File: src/rtl/mux_n_to_1_pipe_if.sv
// Handshake bundle for mux_n_to_1_pipe: upstream offer (inputs, select,
// valid, flush), downstream acceptance and the registered head entry.
interface mux_n_to_1_pipe_if #(
   parameter int WIDTH    = 32,
   parameter int N_INPUTS = 4,
   parameter int SEL_W    = 2
);
   logic [N_INPUTS*WIDTH-1:0] i_inputs;
   logic [SEL_W-1:0]          i_sel;
   logic                      i_valid;
   logic                      o_ready;
   logic                      i_flush;
   logic [WIDTH-1:0]          o_data;
   logic                      o_sel_err;
   logic                      o_valid;
   logic                      i_ready;
   logic [1:0]                o_count;

   // Block side
   modport slave (
      input  i_inputs, i_sel, i_valid, i_flush, i_ready,
      output o_ready, o_data, o_sel_err, o_valid, o_count
   );

   // Environment side
   modport master (
      output i_inputs, i_sel, i_valid, i_flush, i_ready,
      input  o_ready, o_data, o_sel_err, o_valid, o_count
   );
endinterface

File: src/rtl/mux_n_to_1_pipe.sv
// Registered N:1 selector behind a valid/ready handshake. A head register
// plus one skid register give full throughput under back-pressure while
// o_ready stays a pure register output. Out-of-range selects push zero data
// tagged with an error flag that travels with the entry.
module mux_n_to_1_pipe #(
   parameter int WIDTH    = 32,
   parameter int N_INPUTS = 4,
   parameter int SEL_W    = 2
) (
   input  logic                  i_clk,
   input  logic                  i_reset,
   mux_n_to_1_pipe_if.slave      bus
);

   logic [WIDTH-1:0] w_in [N_INPUTS];
   logic [WIDTH-1:0] w_push_data;
   logic             w_push_err;
   logic             w_accept;
   logic             w_pop;

   logic [WIDTH-1:0] r_main_data, w_main_data_next;
   logic             r_main_err,  w_main_err_next;
   logic [WIDTH-1:0] r_skid_data, w_skid_data_next;
   logic             r_skid_err,  w_skid_err_next;
   logic [1:0]       r_count,     w_count_next;
   logic             r_ready,     w_ready_next;

   // Split the flattened input bus into one word per selectable input
   genvar gi;
   generate
      for (gi = 0; gi < N_INPUTS; gi++) begin : g_unpack
         assign w_in[gi] = bus.i_inputs[gi*WIDTH +: WIDTH];
      end
   endgenerate

   // Select the pushed word; unmatched (unused) select codes give zero + error
   always_comb begin
      w_push_data = '0;
      w_push_err  = 1'b1;
      for (int k = 0; k < N_INPUTS; k++) begin
         if (bus.i_sel == SEL_W'(k)) begin
            w_push_data = w_in[k];
            w_push_err  = 1'b0;
         end
      end
   end

   assign w_accept = bus.i_valid & r_ready;
   assign w_pop    = (r_count != 2'd0) & bus.i_ready;

   // Occupancy transitions; flush overrides accept and pop
   always_comb begin
      w_main_data_next = r_main_data;
      w_main_err_next  = r_main_err;
      w_skid_data_next = r_skid_data;
      w_skid_err_next  = r_skid_err;
      w_count_next     = r_count;
      if (bus.i_flush) begin
         w_main_data_next = '0;
         w_main_err_next  = 1'b0;
         w_skid_data_next = '0;
         w_skid_err_next  = 1'b0;
         w_count_next     = 2'd0;
      end else begin
         case (r_count)
            2'd0: begin
               if (w_accept) begin
                  w_main_data_next = w_push_data;
                  w_main_err_next  = w_push_err;
                  w_count_next     = 2'd1;
               end
            end
            2'd1: begin
               if (w_accept && w_pop) begin
                  w_main_data_next = w_push_data;
                  w_main_err_next  = w_push_err;
               end else if (w_accept) begin
                  w_skid_data_next = w_push_data;
                  w_skid_err_next  = w_push_err;
                  w_count_next     = 2'd2;
               end else if (w_pop) begin
                  // Emptied head is zeroed so stale data never lingers
                  w_main_data_next = '0;
                  w_main_err_next  = 1'b0;
                  w_count_next     = 2'd0;
               end
            end
            2'd2: begin
               if (w_pop) begin
                  w_main_data_next = r_skid_data;
                  w_main_err_next  = r_skid_err;
                  w_skid_data_next = '0;
                  w_skid_err_next  = 1'b0;
                  w_count_next     = 2'd1;
               end
            end
            default: begin
               w_count_next = 2'd0;
            end
         endcase
      end
      w_ready_next = (w_count_next < 2'd2);
   end

   // State registers with asynchronous active-low reset
   always_ff @(posedge i_clk or negedge i_reset) begin
      if (!i_reset) begin
         r_main_data <= '0;
         r_main_err  <= 1'b0;
         r_skid_data <= '0;
         r_skid_err  <= 1'b0;
         r_count     <= 2'd0;
         r_ready     <= 1'b1;
      end else begin
         r_main_data <= w_main_data_next;
         r_main_err  <= w_main_err_next;
         r_skid_data <= w_skid_data_next;
         r_skid_err  <= w_skid_err_next;
         r_count     <= w_count_next;
         r_ready     <= w_ready_next;
      end
   end

   assign bus.o_data    = r_main_data;
   assign bus.o_sel_err = r_main_err;
   assign bus.o_valid   = (r_count != 2'd0);
   assign bus.o_ready   = r_ready;
   assign bus.o_count   = r_count;

endmodule

File: src/flat_wrapper.sv
// flat-port wrapper written by rule: the top's interface ports become plain ports
module mux_n_to_1_pipe_flat 
#(
   parameter int WIDTH    = 32,
   parameter int N_INPUTS = 4,
   parameter int SEL_W    = 2
)
  (i_clk, i_reset, bus_i_inputs, bus_i_sel, bus_i_valid, bus_i_flush, bus_i_ready, bus_o_ready, bus_o_data, bus_o_sel_err, bus_o_valid, bus_o_count);
  mux_n_to_1_pipe_if #(.WIDTH(WIDTH), .N_INPUTS(N_INPUTS), .SEL_W(SEL_W)) bus_i ();
  input  logic i_clk;
  input  logic i_reset;
  input wire logic [$bits(bus_i.i_inputs)-1:0] bus_i_inputs;
  input wire logic [$bits(bus_i.i_sel)-1:0] bus_i_sel;
  input wire logic [$bits(bus_i.i_valid)-1:0] bus_i_valid;
  input wire logic [$bits(bus_i.i_flush)-1:0] bus_i_flush;
  input wire logic [$bits(bus_i.i_ready)-1:0] bus_i_ready;
  output wire logic [$bits(bus_i.o_ready)-1:0] bus_o_ready;
  output wire logic [$bits(bus_i.o_data)-1:0] bus_o_data;
  output wire logic [$bits(bus_i.o_sel_err)-1:0] bus_o_sel_err;
  output wire logic [$bits(bus_i.o_valid)-1:0] bus_o_valid;
  output wire logic [$bits(bus_i.o_count)-1:0] bus_o_count;
  assign bus_i.i_inputs = bus_i_inputs;
  assign bus_i.i_sel = bus_i_sel;
  assign bus_i.i_valid = bus_i_valid;
  assign bus_i.i_flush = bus_i_flush;
  assign bus_i.i_ready = bus_i_ready;
  assign bus_o_ready = bus_i.o_ready;
  assign bus_o_data = bus_i.o_data;
  assign bus_o_sel_err = bus_i.o_sel_err;
  assign bus_o_valid = bus_i.o_valid;
  assign bus_o_count = bus_i.o_count;
  mux_n_to_1_pipe #(.WIDTH(WIDTH), .N_INPUTS(N_INPUTS), .SEL_W(SEL_W)) u_core (.i_clk(i_clk), .i_reset(i_reset), .bus(bus_i));
endmodule
File: config.mk
export PLATFORM = sky130hd
export DESIGN_NAME = mux_n_to_1_pipe_flat
export DESIGN_NICKNAME = d
export VERILOG_FILES = /design/src/rtl/mux_n_to_1_pipe_if.sv /design/src/rtl/mux_n_to_1_pipe.sv /design/src/flat_wrapper.sv
export SDC_FILE = /design/constraint.sdc
export NUM_CORES = 1
export LEC_CHECK = 0
export ABC_AREA = 1
export ABC_CLOCK_PERIOD_IN_PS = 3880
export CAP_MARGIN = 40
export CELL_PAD_IN_SITES_DETAIL_PLACEMENT = 0
export CELL_PAD_IN_SITES_GLOBAL_PLACEMENT = 1
export CORE_ASPECT_RATIO = 1.5
export CORE_MARGIN = 5
export CORE_UTILIZATION = 32
export CTS_CLUSTER_SIZE = 28
export DETAILED_ROUTE_END_ITERATION = 6
export GPL_ROUTABILITY_DRIVEN = 0
export PLACE_DENSITY_LB_ADDON = 0.1
export SLEW_MARGIN = 20
export SYNTH_ARGS = -nofsm -noshare
export SYNTH_HDL_FRONTEND = slang
export SYNTH_SLANG_ARGS = --single-unit
File: constraint.sdc
create_clock -name i_clk -period 3.88 [get_ports i_clk]
set_input_delay 0.97 -clock i_clk [delete_from_list [all_inputs] [get_ports i_clk]]
set_output_delay 0.97 -clock i_clk [all_outputs]
set_load 0.02 [all_outputs]
==> run_results.csv, run 1 <==
group,metric,value,unit
yosys,synth_top_cell_by_area,"dfrtp_1",
pwr,p_seq_frac,0.314,
timing,rsz0062_at_grt,"no",
setup_path,slowest_stage,"clkdlybuf4s50_1",
yosys,yosysWarnings,0,
setup_path,path_max_fanout,33,
floorplan,die_w,104.8,µm
yosys,yosys-top-cells-area,"dfrtp_1, nand2_1, nand3_1, o21ai_0, inv_1",
pwr,ir_drop,0.0002835,V
timing,holdWs,0.4833,ns
grt,grt_util_met3,0.03264,
hold_path,whs_path_depth,2,
grt,use_met1,0.2260,
timing,drv_slew,0,
pwr,p_comb_frac,0.453,
pwr,clkPwrFrac,0.233,
yosys,synth_ff_type,"dfrtp_1",
drt,postRouteAntennaNets,0,
layout,fin_cells,968,
setup_path,crit_family,"buffers and inverters",
grt,grt_max_degree,49,
drt,routed_wl,16370,µm
floorplan,die_h,152.3,µm
pwr,totalPowerFinal,0.003496,W
timing,worstMarginPinSlew,0.7008,ns
place,dp_hpwl,12200,µm
yosys,netlist_area,0.004318,mm²
setup_path,r2r_cells,10,
yosys,synth_compound_area_frac,0.06723,
yosys,yosys.area_share.simple,0.4410,
layout,syn_to_final_growth,49.43,%
yosys,synth_edf_count,0,
grt,grt_pass1_vias,4706,
setup_path,crit_arrival,3.03,ns
yosys,ys_types,29,
pwr,leakagePower,3.106,nW
setup_path,crit_buf_inv,3,
timing,fin_crit_sh,0.7292,
yosys,synth_top_family_by_area,"simple AND/OR/NAND/NOR gates",
pwr,p_per_area,541.7,mW/mm²
clock_tree,cts_tree,"built",
drt,wl_per_cell,16.91,µm
clock_tree,cts.sinks,69,
status,status,"finished clean",
yosys,yosys.area.top_type_share,0.3941,
yosys,synthCells,641,
yosys,synth.area.mux_share,0,
layout,drive_gt1_frac,0.07453,
clock_tree,cts_hold_buf,0,
run,drv_cap,0,
yosys,ys_seq_area_frac,0.4002,
yosys,synth_fp_nets,780,
timing,relSlewSlack,0.5328,
yosys,synthXorXnorAreaFrac,0,
setup_path,cp_num_cells,8,
setup_path,slowest_delay,0.66,ns
layout,num-fill-cells,1394,
place,place_area,0.006156,mm²
yosys,async_reset_ff_frac,1.000,
floorplan,boundaryPins,172,
grt,met2_usage,0.3727,
floorplan,rows,52,
setup_path,endpoint_kind,"flop",
floorplan,initial_core_util,0.3222,
grt,grt_usage,0.2018,
pwr,swShare,0.4002,
grt,grt_antenna_before_repair,1,
layout,nets,939,
drt,firstDrtPassIters,5,
timing,setup_viol,0,
clock_tree,insertion_delay,0.33,ns
floorplan,core_area,0.01340,mm²
drt,route.vias.total,4635,
yosys,synth_seq_cells,69,
timing,finalSetupTns,0,ns
setup_path,start_kind,"primary input",
clock_tree,path_clk_slew,0.06,ns
yosys,synth_fa_ha_area_frac,0.01159,
timing,finalClockSkew,0.008184,ns
timing,fmax,353.5,MHz
layout,stdcell_area,0.006452,mm²
drt,drcViolationCount,0,
timing,fin_crit,2.829,ns
clock_tree,post-cts-setup-buffer-count,0,
place,io_buffers,171,
yosys,synth_area_per_cell,6.736,µm²
place,dpl.cell_count,951,
timing,final_hold_viol_count,0,
pwr,p_int,0.002097,W
clock_tree,cts-resized-gates,0,
setup_path,crit_required,4.08,ns
pwr,p_switching,0.001399,W
setup_path,path_cells,"clkdlybuf4s50_1 > inv_2 > nand3_1 > nand2_2 > nor2_4 > inv_2 > nand2_1 > nand3_1",
grt,grt_first_pass_wirelength,25510,µm
grt,top_usage_layer,"met2",
clock_tree,cts_root_buf,"clkbuf_16",
hold_path,hold_class,"flop to flop",
clock_tree,clockBufferDepth,2,
drt,drt_iter0_drc,178,
floorplan,die_area,0.01596,mm²
setup_path,crit_type,"primary input to flop",
clock_tree,cts_buffers,9,
grt,grt_overflow,0,
clock_tree,htreeDepth,3,
drt,vias_per_cell,4.788,
[synthesized netlist by cell type, types with 2 or more instances]
master      n
inv_1      39
nor2_1     34
o21ai_1     7
buf_1       2
nand3_2     2
clkbuf_1   18
nand3b_1   15
buf_6       5
nand2_1   284
ha_1        4
dfrtp_1    68
nand4_1    17
inv_2       3
o21ai_0    46
nand3_1    58
nand2_4     2
or2_2      18
buf_2       8
[kinds of logic after synthesis]
family / after synthesis
buffers and inverters: 78
adder cells (fa/ha/maj): 4
AO/OA/AOI/OAI: 55
flip-flops: 69
AND/OR/NAND/NOR: 435
[metal layers]
layer	routed length [µm]	part of all wire	vias to the layer above
li1	-	-	2343
met1	6146	0.38	2113
met2	9030	0.55	153
met3	741	0.045	26
met4	453	0.028	0
met5	0	0	-
[placed cells by master, fill, tap and decap left out, drive strengths merged]
master,count
diode,1
nand3,60
nor3,1
nand2,287
clkinv,3
nand3b,15
buf,13
nor2,36
o21ai,55
clkdlybuf4s50,170
clkinvlp,1
clkbuf,12
bufinv,1
nand4,17
dfstp,1
inv,42
ha,4
dfrtp,68
and2,1
or2,18
[worst min-delay path: cells and delay by family, from the launching register on]
kind | cells | cell delay, ns
simple gates | 2 | 0.11
flops | 1 | 0.34
[power groups by stage]
stage / Combinational [W] / Clock (W) / Sequential [W]
floorplan: 0.000772 / 0 / 0.00125
global placement: 0.00157 / 0 / 0.00111
detailed placement: 0.00160 / 0 / 0.00110
CTS: 0.00161 / 0.000835 / 0.00110
global route: 0.00173 / 0.000865 / 0.00112
finish: 0.00158 / 0.000814 / 0.00110
[layout make-up]
class	count	area, µm²	share of cell area
Tap cell	162	202.7	0.03141
Timing Repair Buffer	183	1817	0.2816
Antenna cell	1	2.502	0.0003878
Clock buffer	12	246.5	0.03820
Clock inverter	4	47.55	0.007369
Inverter	43	161.4	0.02501
Sequential cell	69	1728	0.2678
Multi-Input combinational cell	494	2247	0.3483
[path summary, 6_finish.rpt]
check | slack, ns | end | startpoint
max | 1.05 | u_core.bus.o_data[25]$_DFFE_PN0P_ | bus_i_flush
min | 0.48 | u_core.bus.o_sel_err$_DFFE_PN0P_ | u_core.bus.o_sel_err$_DFFE_PN0P_
max reg2reg | 1.60 | u_core.bus.o_data[25]$_DFFE_PN0P_ | u_core.bus.o_count[0]$_DFFE_PN0P_
min reg2reg | 0.48 | u_core.bus.o_sel_err$_DFFE_PN0P_ | u_core.bus.o_sel_err$_DFFE_PN0P_
max in group asynchronous | 2.37 | u_core.bus.o_ready$_DFF_PN1_ | i_reset
min in group asynchronous | 0.69 | u_core.r_skid_data[24]$_DFFE_PN0P_ | i_reset
[state kept, by name (all words and copies together), names as in the netlist]
register,cells
u_core.bus.o_count,2
u_core.bus.o_data,32
u_core.bus.o_ready,1
u_core.bus.o_sel_err,1
u_core.r_skid_data,32
u_core.r_skid_err,1
[per-stage QoR]
stage                     utilization  worst slack [ns]
after floorplan                     -             1.937
after CTS                      0.4812             1.054
after global placement         0.4572            0.7992
final                          0.4814             1.051
after global routing           0.4814            0.9240
after detailed placement       0.4593            0.7134
(Power assumes the default switching activity.)
==> run 2: changes to the inputs <==
- ABC_CLOCK_PERIOD_IN_PS: 3880 -> 2330
- CORE_UTILIZATION: 32 -> 27
- clock period: 3.88 -> 2.33 ns (I/O delays scaled with it)
==> run 2 against run 1 <==
Design area up 3.3%. Via count up 1.9%. Flip-flop and latch count unchanged. Total power up 71%. Utilization down 5.7 points. Global-route usage down 1.5 points. Sequential power up 66%. Critical endpoint is now bus_o_valid. Setup slack worse by 0.84 ns. Clock power up 66%. Wire length up 4.1%. Combinational power up 77%.
==> run_results.csv, run 2 (synthesis gave the netlist of run 1 again) <==
group,metric,value,unit
floorplan,die_area,0.01867,mm²
layout,regArea,0.001728,mm²
clock_tree,post-cts-setup-buffer-count,0,
timing,finalClockSkew,0.005489,ns
timing,worstMarginPinSlew,0.6154,ns
timing,holdWs,0.2654,ns
layout,multi_input_area,0.002247,mm²
grt,grt_usage,0.1866,
timing,drv_slew,0,
floorplan,die_w,113.3,µm
grt,grt_antenna_before_repair,1,
setup_path,start_kind,"flop",
place,io_buffers,171,
grt,grt_first_pass_wirelength,26990,µm
grt,grt_max_degree,70,
floorplan,initial_core_util,0.2751,
clock_tree,cts_tree,"built",
layout,syn_to_final_growth,54.30,%
layout,most-common-layout-cells,"nand2_1, clkdlybuf4s50_1, dfrtp_1, nand3_1, o21ai_0",
clock_tree,insertion_delay,0.33,ns
clock_tree,cts_root_buf,"clkbuf_16",
grt,grt_pass1_vias,5138,
clock_tree,cts.sinks,69,
drt,routed_wl,17040,µm
clock_tree,htreeDepth,3,
layout,drive_gt1_frac,0.08477,
floorplan,die_h,164.9,µm
drt,route.vias.total,4721,
drt,drcViolationCount,0,
pwr,totalPowerFinal,0.005983,W
timing,final_hold_viol_count,0,
setup_path,crit_required,1.75,ns
timing,relSlewSlack,0.5891,
timing,setup_viol,0,
status,status,"finished clean",
floorplan,boundaryPins,172,
hold_path,hold_class,"primary input to asynchronous set/reset pin",
setup_path,crit_arrival,1.53,ns
timing,fmax,472.8,MHz
drt,wl_per_cell,16.74,µm
place,dpl.cell_count,1001,
clock_tree,path_clk_slew,0.06,ns
pwr,ir_drop,0.0006764,V
timing,finalSetupTns,0,ns
clock_tree,clockBufferDepth,2,
setup_path,path_max_fanout,5,
floorplan,rows,56,
timing,rsz0062_at_grt,"no",
grt,grt_overflow,0,
run,drv_cap,0,
setup_path,endpoint_kind,"primary output",
drt,postRouteAntennaNets,0,
setup_path,crit_type,"flop to primary output",
drt,firstDrtPassIters,4,
layout,num-fill-cells,1670,
layout,final_common_cell,"nand2_1",
place,dp_hpwl,12720,µm
layout,nets,948,
pwr,p_per_area,898.0,mW/mm²
drt,vias_per_cell,4.638,
timing,fin_crit_sh,0.9077,
pwr,leakagePower,3.189,nW
floorplan,core_area,0.01570,mm²
timing,fin_crit,2.115,ns
clock_tree,cts_buffers,9,
drt,drt_iter0_drc,223,
layout,fin_cells,1018,
-- run 2: cell types whose count changed in the layout (fill, tap and decap cells not counted), sizes merged --
cell,previous run,this run
buf,13,22
dlygate4sd2,0,1
clkdlybuf4s50,170,169
-- run 2: layer usage --
layer | vias up | part of all wire | global-route usage
li1 | 2365 | - | -
met1 | 2191 | 0.38 | 0.2041
met2 | 145 | 0.56 | 0.3646
met3 | 20 | 0.047 | 0.03006
met4 | 0 | 0.021 | 0.05413
met5 | - | 0 | 0
-- run 2: power by group --
group / leakage, nW / switching [W] / internal (W)
Combinational: 2.11 / 0.00164 / 0.00116
Clock: 0.143 / 0.000498 / 0.000854
Sequential: 0.933 / 0.000246 / 0.00158
Total: 3.19 / 0.00238 / 0.00360
-- run 2: final timing paths --
kind / to / slack, ns / from / cells after the start
hold / removal: u_core.r_skid_data[22]$_DFFE_PN0P_ / 0.27 / i_reset / 2
min in group i_clk: u_core.bus.o_data[0]$_DFFE_PN0P_ / 0.48 / u_core.bus.o_data[0]$_DFFE_PN0P_ / 2
hold reg to reg: u_core.bus.o_data[0]$_DFFE_PN0P_ / 0.48 / u_core.bus.o_data[0]$_DFFE_PN0P_ / 2
setup reg to reg: u_core.bus.o_data[21]$_DFFE_PN0P_ / 0.37 / u_core.bus.o_count[0]$_DFFE_PN0P_ / 10
setup / recovery: bus_o_valid / 0.21 / u_core.bus.o_count[0]$_DFFE_PN0P_ / 4
max in group asynchronous: u_core.bus.o_ready$_DFF_PN1_ / 1.70 / i_reset / 2
-- run 2: critical path, stage by stage, from the launching register on --
cell and delay, ns:
dfrtp_1 0.42, inv_1 0.09, ha_1 0.24, inv_2 0.11, dlygate4sd2_1 0.34
-- run 2: cell type report --
cell class / count / area share
diodes: 1 / 0.0003756
clock buffers: 12 / 0.03700
clock inverters: 4 / 0.007136
inverters: 43 / 0.02423
multi-input cells: 494 / 0.3373
flip-flops and latches: 69 / 0.2593
well taps: 203 / 0.03812
repair buffers: 192 / 0.2965
-- run 2: what timing repair did --
| item | 4_1_cts | 5_1_grt |
|---|---|---|
| gates resized for setup | 1 | 0 |
| endpoints found under the setup margin | 1 | 0 |
| hold buffers | 0 | 0 |
| endpoints found under the hold margin | 0 | 0 |
-- run 2: per-stage QoR --
stage               area (µm²)  setup slack, ns    util
finish                    6663           0.2150  0.4245
floorplan                 4318           0.4521       -
CTS                       6660           0.2062  0.4243
global route              6663           0.1180  0.4245
global placement          6367          0.02224  0.4057
detailed placement        6367          0.01563  0.4057
==> variant 1: new RTL, settings of run 2 <==
`N_INPUTS` is set to 4 in 3 places; all go to 2.
--- a/src/rtl/mux_n_to_1_pipe_if.sv
+++ b/src/rtl/mux_n_to_1_pipe_if.sv
@@ -2,7 +2,7 @@
 // valid, flush), downstream acceptance and the registered head entry.
 interface mux_n_to_1_pipe_if #(
    parameter int WIDTH    = 32,
-   parameter int N_INPUTS = 4,
+   parameter int N_INPUTS = 2,
    parameter int SEL_W    = 2
 );
    logic [N_INPUTS*WIDTH-1:0] i_inputs;
--- a/src/rtl/mux_n_to_1_pipe.sv
+++ b/src/rtl/mux_n_to_1_pipe.sv
@@ -4,7 +4,7 @@
 // tagged with an error flag that travels with the entry.
 module mux_n_to_1_pipe #(
    parameter int WIDTH    = 32,
-   parameter int N_INPUTS = 4,
+   parameter int N_INPUTS = 2,
    parameter int SEL_W    = 2
 ) (
    input  logic                  i_clk,
--- a/src/flat_wrapper.sv
+++ b/src/flat_wrapper.sv
@@ -2,7 +2,7 @@
 module mux_n_to_1_pipe_flat 
 #(
    parameter int WIDTH    = 32,
-   parameter int N_INPUTS = 4,
+   parameter int N_INPUTS = 2,
    parameter int SEL_W    = 2
 )
   (i_clk, i_reset, bus_i_inputs, bus_i_sel, bus_i_valid, bus_i_flush, bus_i_ready, bus_o_ready, bus_o_data, bus_o_sel_err, bus_o_valid, bus_o_count);
Interface: changed (resized bus_i_inputs); port bits go from 172 to 108. No check against the original RTL was run, so the function may have changed too.
==> variant 1 against run 2 <==
  * Critical path depth unchanged
  * Register-to-register slack lost 0.10 ns
  * Core utilization shrank 3.3 points
  * Global-route usage down 4.8 points
  * Area after synthesis decreased by 7.4%
  * Setup slack improved by 0.019 ns
  * Combinational power shrank 29%
  * Sequential cell count unchanged
  * Synthesized cell count decreased by 3.7%
  * Wire length decreased by 30%
  * Design area decreased by 15%
  * Total power is 15% lower
  * Largest cell class unchanged
==> variant 1: results (changes against run 2) <==
Net count after synthesis: 693 (-11%)
Via count of the first global-routing pass: 3,876 (-25%)
Maximum level of the CTS H-tree: 3 (unchanged)
Status: finished, final reports clean
Reg-to-reg slack, setup: 0.27 ns (-0.10 ns)
Worst supply voltage drop on vdd: 0.000433 V (-36%)
Root buffer selected by CTS: clkbuf_16
Post-place setup slack: -0.146 ns (-0.161 ns)
Post-route worst hold slack: 0.190 ns (-0.0752 ns)
Reg2reg path depth: 10 (unchanged)
First-pass GRT wire length: 19,300 um (-28%)
Startpoint of the most critical register-to-register path: u_core.bus.o_count[1]
Detailed placer's ending HPWL: 8150 um (-36%)
Number of port buffers: 107 (-37%)
Diodes inserted: 0 (-1)
Final routed wirelength across all metal layers: 12,000 um (-30%)
Maximum fanout count along the critical path: 6 (+1)
Clock Path Buffers: 2 (unchanged)
Synthesis warning total: 0 (unchanged)
Area after detailed placement: 0.00537 sq mm (-16%)
FILL cells: 1,597 (-4.4%)
Share of flip-flops with an asynchronous set or reset after synthesis: 1.00 (unchanged)
CTS Buf Count: 9 (unchanged)
Detailed-routing iteration count for the pre-antenna-repair pass: 5 (+1)
Fin Clk Skew: 0.00981 ns (+0.00432 ns)
Worst min-delay path class: in -> async
Actual transition at the worst max-transition pin: 0.483 ns (-0.132 ns)
Antenna violations before repair: 0 (-1)
Leak: 0.00305 uW (-4.4%)
Sequential fraction of the synthesis area: 0.432 (+0.0318)
Pin count of the biggest net entering global routing: 34 (-51%)
Arrival time of the worst setup path: 1.51 ns (-0.02 ns)
Number of nets in the finished design: 802 (-15%)
Combined global-route utilization of all metal layers: 0.138 (-0.0482)
Drt via density: 4.15 (-10%)
Most instantiated cells after synthesis: nand2_1 (350), inv_1 (71), dfrtp_1 (68), nor2_1 (38), o21ai_0 (33)
Fraction of layout cells with a size suffix above 1: 0.0685 (-0.0163)
Detailed router's first-iteration violation count: 147 (-34%)
Netlist cell types: 24 (-17%)
Destination of the worst register-to-register timing path: u_core.r_skid_data[3]
Clock insertion delay at the later pin of the skew report: 0.33 ns (about the same)
Worst-path clk slew: 0.06 ns (about the same)
Cell types occupying the most area after synthesis: dfrtp_1 (43%), nand2_1 (33%), inv_1 (6.7%)
[variant 1: worst max-delay path by stage]
stage                                from                endpoint  slack, ns  cells after the start
CTS                 u_core.bus.o_count[1]   u_core.r_skid_data[3]       0.11                     10
global placement              bus_i_valid  u_core.r_skid_data[21]      -0.06                      8
detailed placement            bus_i_valid   u_core.r_skid_data[3]      -0.15                      8
global route        u_core.bus.o_count[1]  u_core.r_skid_data[11]       0.02                     10
floorplan           u_core.bus.o_count[1]       u_core.r_skid_err       0.55                     10
finish              u_core.bus.o_count[1]             bus_o_valid       0.23                      4
[variant 1: critical path: stages (launching register included)]
cell	delay (ns)
dfrtp_1	0.43
inv_1	0.12
ha_1	0.25
inv_2	0.07
dlygate4sd2_1	0.33
[variant 1: kinds of logic after synthesis]
| family | synth area share |
|---|---|
| AOI/OAI and AO/OA | 0.0479 |
| adders and majority gates | 0.0156 |
| buffers and inverters | 0.109 |
| DFF | 0.432 |
| and+or+nand+nor | 0.396 |
[variant 1: metrics by stage]
step	instances	TNS [ns]
finish	926	0
CTS	925	0
detailed placement	910	-3.62
global route	926	0
global placement	910	-1.50
floorplan	617	0
[variant 1: where the power goes]
group | total, uW | internal, uW | switching, uW
Sequential | 1630 | 1470 | 158
Clock | 1460 | 931 | 530
Combinational | 2000 | 781 | 1210
[variant 1: metal layers]
metal	vias to the layer above	GRT usage	wire length (um)
met2	77	0.241	5910
li1	2031	-	-
met3	9	0.0292	622
met1	1728	0.170	5320
met4	0	0.0374	129
met5	-	0	0
[variant 1: layout make-up]
class                           instances  area (sq um)  area share
Sequential cell                        69          1730       0.303
Timing Repair Buffer                  124          1270       0.223
Inverter                               73           274      0.0481
Tap cell                              196           245      0.0431
Clock inverter                          6          88.8      0.0156
Multi-Input combinational cell        449          1860       0.327
Clock buffer                            9           225      0.0396
[variant 1: what timing repair did]
action                     in CTS  in global routing
gates resized for setup         1                  1
hold endpoints to repair        0                  0
gates cloned                    0                  1
setup buffers                   0                  0
setup endpoints to repair       1                 33
==> variant 2: new RTL, settings of run 2 <==
Made on the original files. Take the reset off `r_main_data` and `r_skid_data` and load them in a clocked block of their own.
--- a/src/rtl/mux_n_to_1_pipe.sv
+++ b/src/rtl/mux_n_to_1_pipe.sv
@@ -105,20 +105,21 @@
    // State registers with asynchronous active-low reset
    always_ff @(posedge i_clk or negedge i_reset) begin
       if (!i_reset) begin
-         r_main_data <= '0;
          r_main_err  <= 1'b0;
-         r_skid_data <= '0;
          r_skid_err  <= 1'b0;
          r_count     <= 2'd0;
          r_ready     <= 1'b1;
       end else begin
-         r_main_data <= w_main_data_next;
          r_main_err  <= w_main_err_next;
-         r_skid_data <= w_skid_data_next;
          r_skid_err  <= w_skid_err_next;
          r_count     <= w_count_next;
          r_ready     <= w_ready_next;
       end
+   end
+
+   always_ff @(posedge i_clk) begin
+      r_main_data <= w_main_data_next;
+      r_skid_data <= w_skid_data_next;
    end
 
    assign bus.o_data    = r_main_data;
Formal check against the unedited RTL: not equivalent (Yosys sat finds a counterexample within 4 cycles, from zero or initial values and one cycle with i_reset low).
==> variant 2 against run 2 <==
  * Total power down 4.4%
  * Design area down 1.2%
  * Core utilization down 0.49 points
  * Setup slack better by 0.011 ns
  * Cell count up 0.59%
  * Wire length up 3.7%
  * First-iteration DRC count up 2.2%
  * Area after synthesis about the same
  * Sequential share of layout area down 4.6 points
  * Sequential cell count unchanged
  * Highest routed layer unchanged
==> variant 2: results (changes against run 2) <==
Status: finished, final reports clean
Maximum level of the CTS H-tree: 3 (unchanged)
First-pass GRT wire length: 27,200 um (+0.69%)
Reg-to-reg slack, setup: 0.51 ns (+0.14 ns)
Comb group: 2670 uW (-5%)
Start point of the worst hold path: u_core.r_skid_data[31]
# setup viols final: 0 (unchanged)
Net count after synthesis: 801 (+2.7%)
Power attributed to the clock group: 1460 uW (+8%)
Met1 Usage GRT: 0.217 (+0.0133)
Worst supply voltage drop on vdd: 0.000416 V (-39%)
CTS Buf Count: 9 (unchanged)
Number of buffers added for setup after CTS: 0 (unchanged)
Fin Clk Skew: 0.00496 ns (-0.000530 ns)
Detailed-route DRC error count: 0 (unchanged)
Pin count of the biggest net entering global routing: 34 (-51%)
Sequential fraction of the synthesis area: 0.326 (-0.0741)
Combined global-route utilization of all metal layers: 0.186 (-0.00110)
Leak: 0.00248 uW (-22%)
Synthesis warning total: 0 (unchanged)
Arrival time of the worst setup path: 1.52 ns
Fraction of power spent switching nets: 0.370 (-0.0283)
Cell types occupying the most area after synthesis: dfxtp_1 (30%), nand3_1 (15%), nand2_1 (10%)
Top routing layer in use: met4
Power per Cell Area: 868 mW/mm^2 (-3.3%)
Detailed router's first-iteration violation count: 228 (+2.2%)
Share of flip-flops with an asynchronous set or reset after synthesis: 0.0725 (-0.928)
Avg Cell Area, Syn: 6.53 sq um (-3.1%)
Worst min-delay path class: reg -> reg
Netlist cell types: 26 (-10%)
Drt via density: 4.89 (+5.4%)
Worst stage delay on the critical path: 0.43 ns
WHS Endpoint: u_core.r_skid_data[31]
Met2 track demand over resource in global routing: 0.333 (-0.0313)
Most instantiated cells after synthesis: nand3_1 (132), nand2_1 (117), a21oi_1 (66), dfxtp_1 (64), inv_1 (42)
Root buffer selected by CTS: clkbuf_16
Maximum fanout count along the critical path: 5 (unchanged)
Clock Path Buffers: 2 (unchanged)
Met3 capacity usage during global routing: 0.0356 (+0.00550)
Fraction of layout cells with a size suffix above 1: 0.0671 (-0.0177)
Actual transition at the worst max-transition pin: 0.528 ns (-0.0875 ns)
Routed metal-1 wirelength: 7270 um (+14%)
Final routed wirelength across all metal layers: 17,700 um (+3.7%)
Via count of the first global-routing pass: 5,140 (+0.039%)
Reg2reg path depth: 10 (unchanged)
Antenna violations before repair: 1 (unchanged)
Number of nets in the finished design: 955 (+0.74%)
Count of placed standard cells including taps: 1,007 (+0.60%)
Detailed placer's ending HPWL: 12,700 um (-0.42%)
Post-route worst hold slack: 0.459 ns (+0.194 ns)
Final routed wire length divided by cell count: 17.3 um (+3.1%)
Worst-path clk slew: 0.06 ns (about the same)
Worst Hold Depth: 2
Routed length on met2: 9010 um (-5.0%)
Destination of the worst register-to-register timing path: u_core.bus.o_data[17]
Detailed-routing iteration count for the pre-antenna-repair pass: 4 (unchanged)
Clock insertion delay at the later pin of the skew report: 0.33 ns (about the same)
Number of port buffers: 171 (unchanged)
Met3 WL post-DR: 943 um (+17%)
[variant 2: cell types whose count changed after synthesis, moves of 18 or more]
cell	run 2	this run
dfxtp_1	0	64
nor3_1	0	33
dfrtp_1	68	4
a21oi_1	0	66
or2_1	0	30
nand2_1	284	117
o21bai_1	0	32
o21ai_0	46	20
nand3_1	58	132
buf_2	8	26
[variant 2: worst max path at each step]
| stage | from | end |
|---|---|---|
| 2_1_floorplan | u_core.bus.o_count[0] | u_core.r_skid_data[0] |
| 3_3_place_gp | bus_i_valid | u_core.r_skid_data[4] |
| 3_5_place_dp | bus_i_valid | u_core.r_skid_data[28] |
| 4_1_cts | u_core.bus.o_count[0] | bus_o_valid |
| 5_1_grt | u_core.bus.o_count[0] | bus_o_valid |
| 6_report | u_core.bus.o_count[0] | bus_o_valid |
[variant 2: final cells by class]
| class | count | area (sq um) |
|---|---|---|
| Fill cell | 1659 | 9110 |
| Multi-Input combinational cell | 495 | 2470 |
| Timing Repair Buffer | 193 | 1950 |
| Sequential cell | 69 | 1410 |
| Clock buffer | 13 | 282 |
| Tap cell | 203 | 254 |
| Inverter | 47 | 176 |
| Clock inverter | 3 | 40.0 |
| Antenna cell | 1 | 2.50 |
[variant 2: through the flow]
step	util	setup WS, ns	cell area, sq um
after floorplan	-	0.580	4320
after global placement	0.399	0.255	6260
after detailed placement	0.399	0.215	6260
after CTS	0.419	0.182	6580
after global routing	0.420	0.117	6590
final	0.420	0.226	6590
[variant 2: what timing repair did]
item | 4_1_cts | 5_1_grt
gates resized for setup | 1 | 0
endpoints found under the hold margin | 0 | 0
setup endpoints to repair | 1 | 0
[variant 2: logic make-up after synthesis]
logic type,after synthesis,synth area share
adders and majority gates,5,0.0145
AOI/OAI and AO/OA,134,0.174
and+or+nand+nor,356,0.383
buffers and inverters,97,0.102
DFF,69,0.326
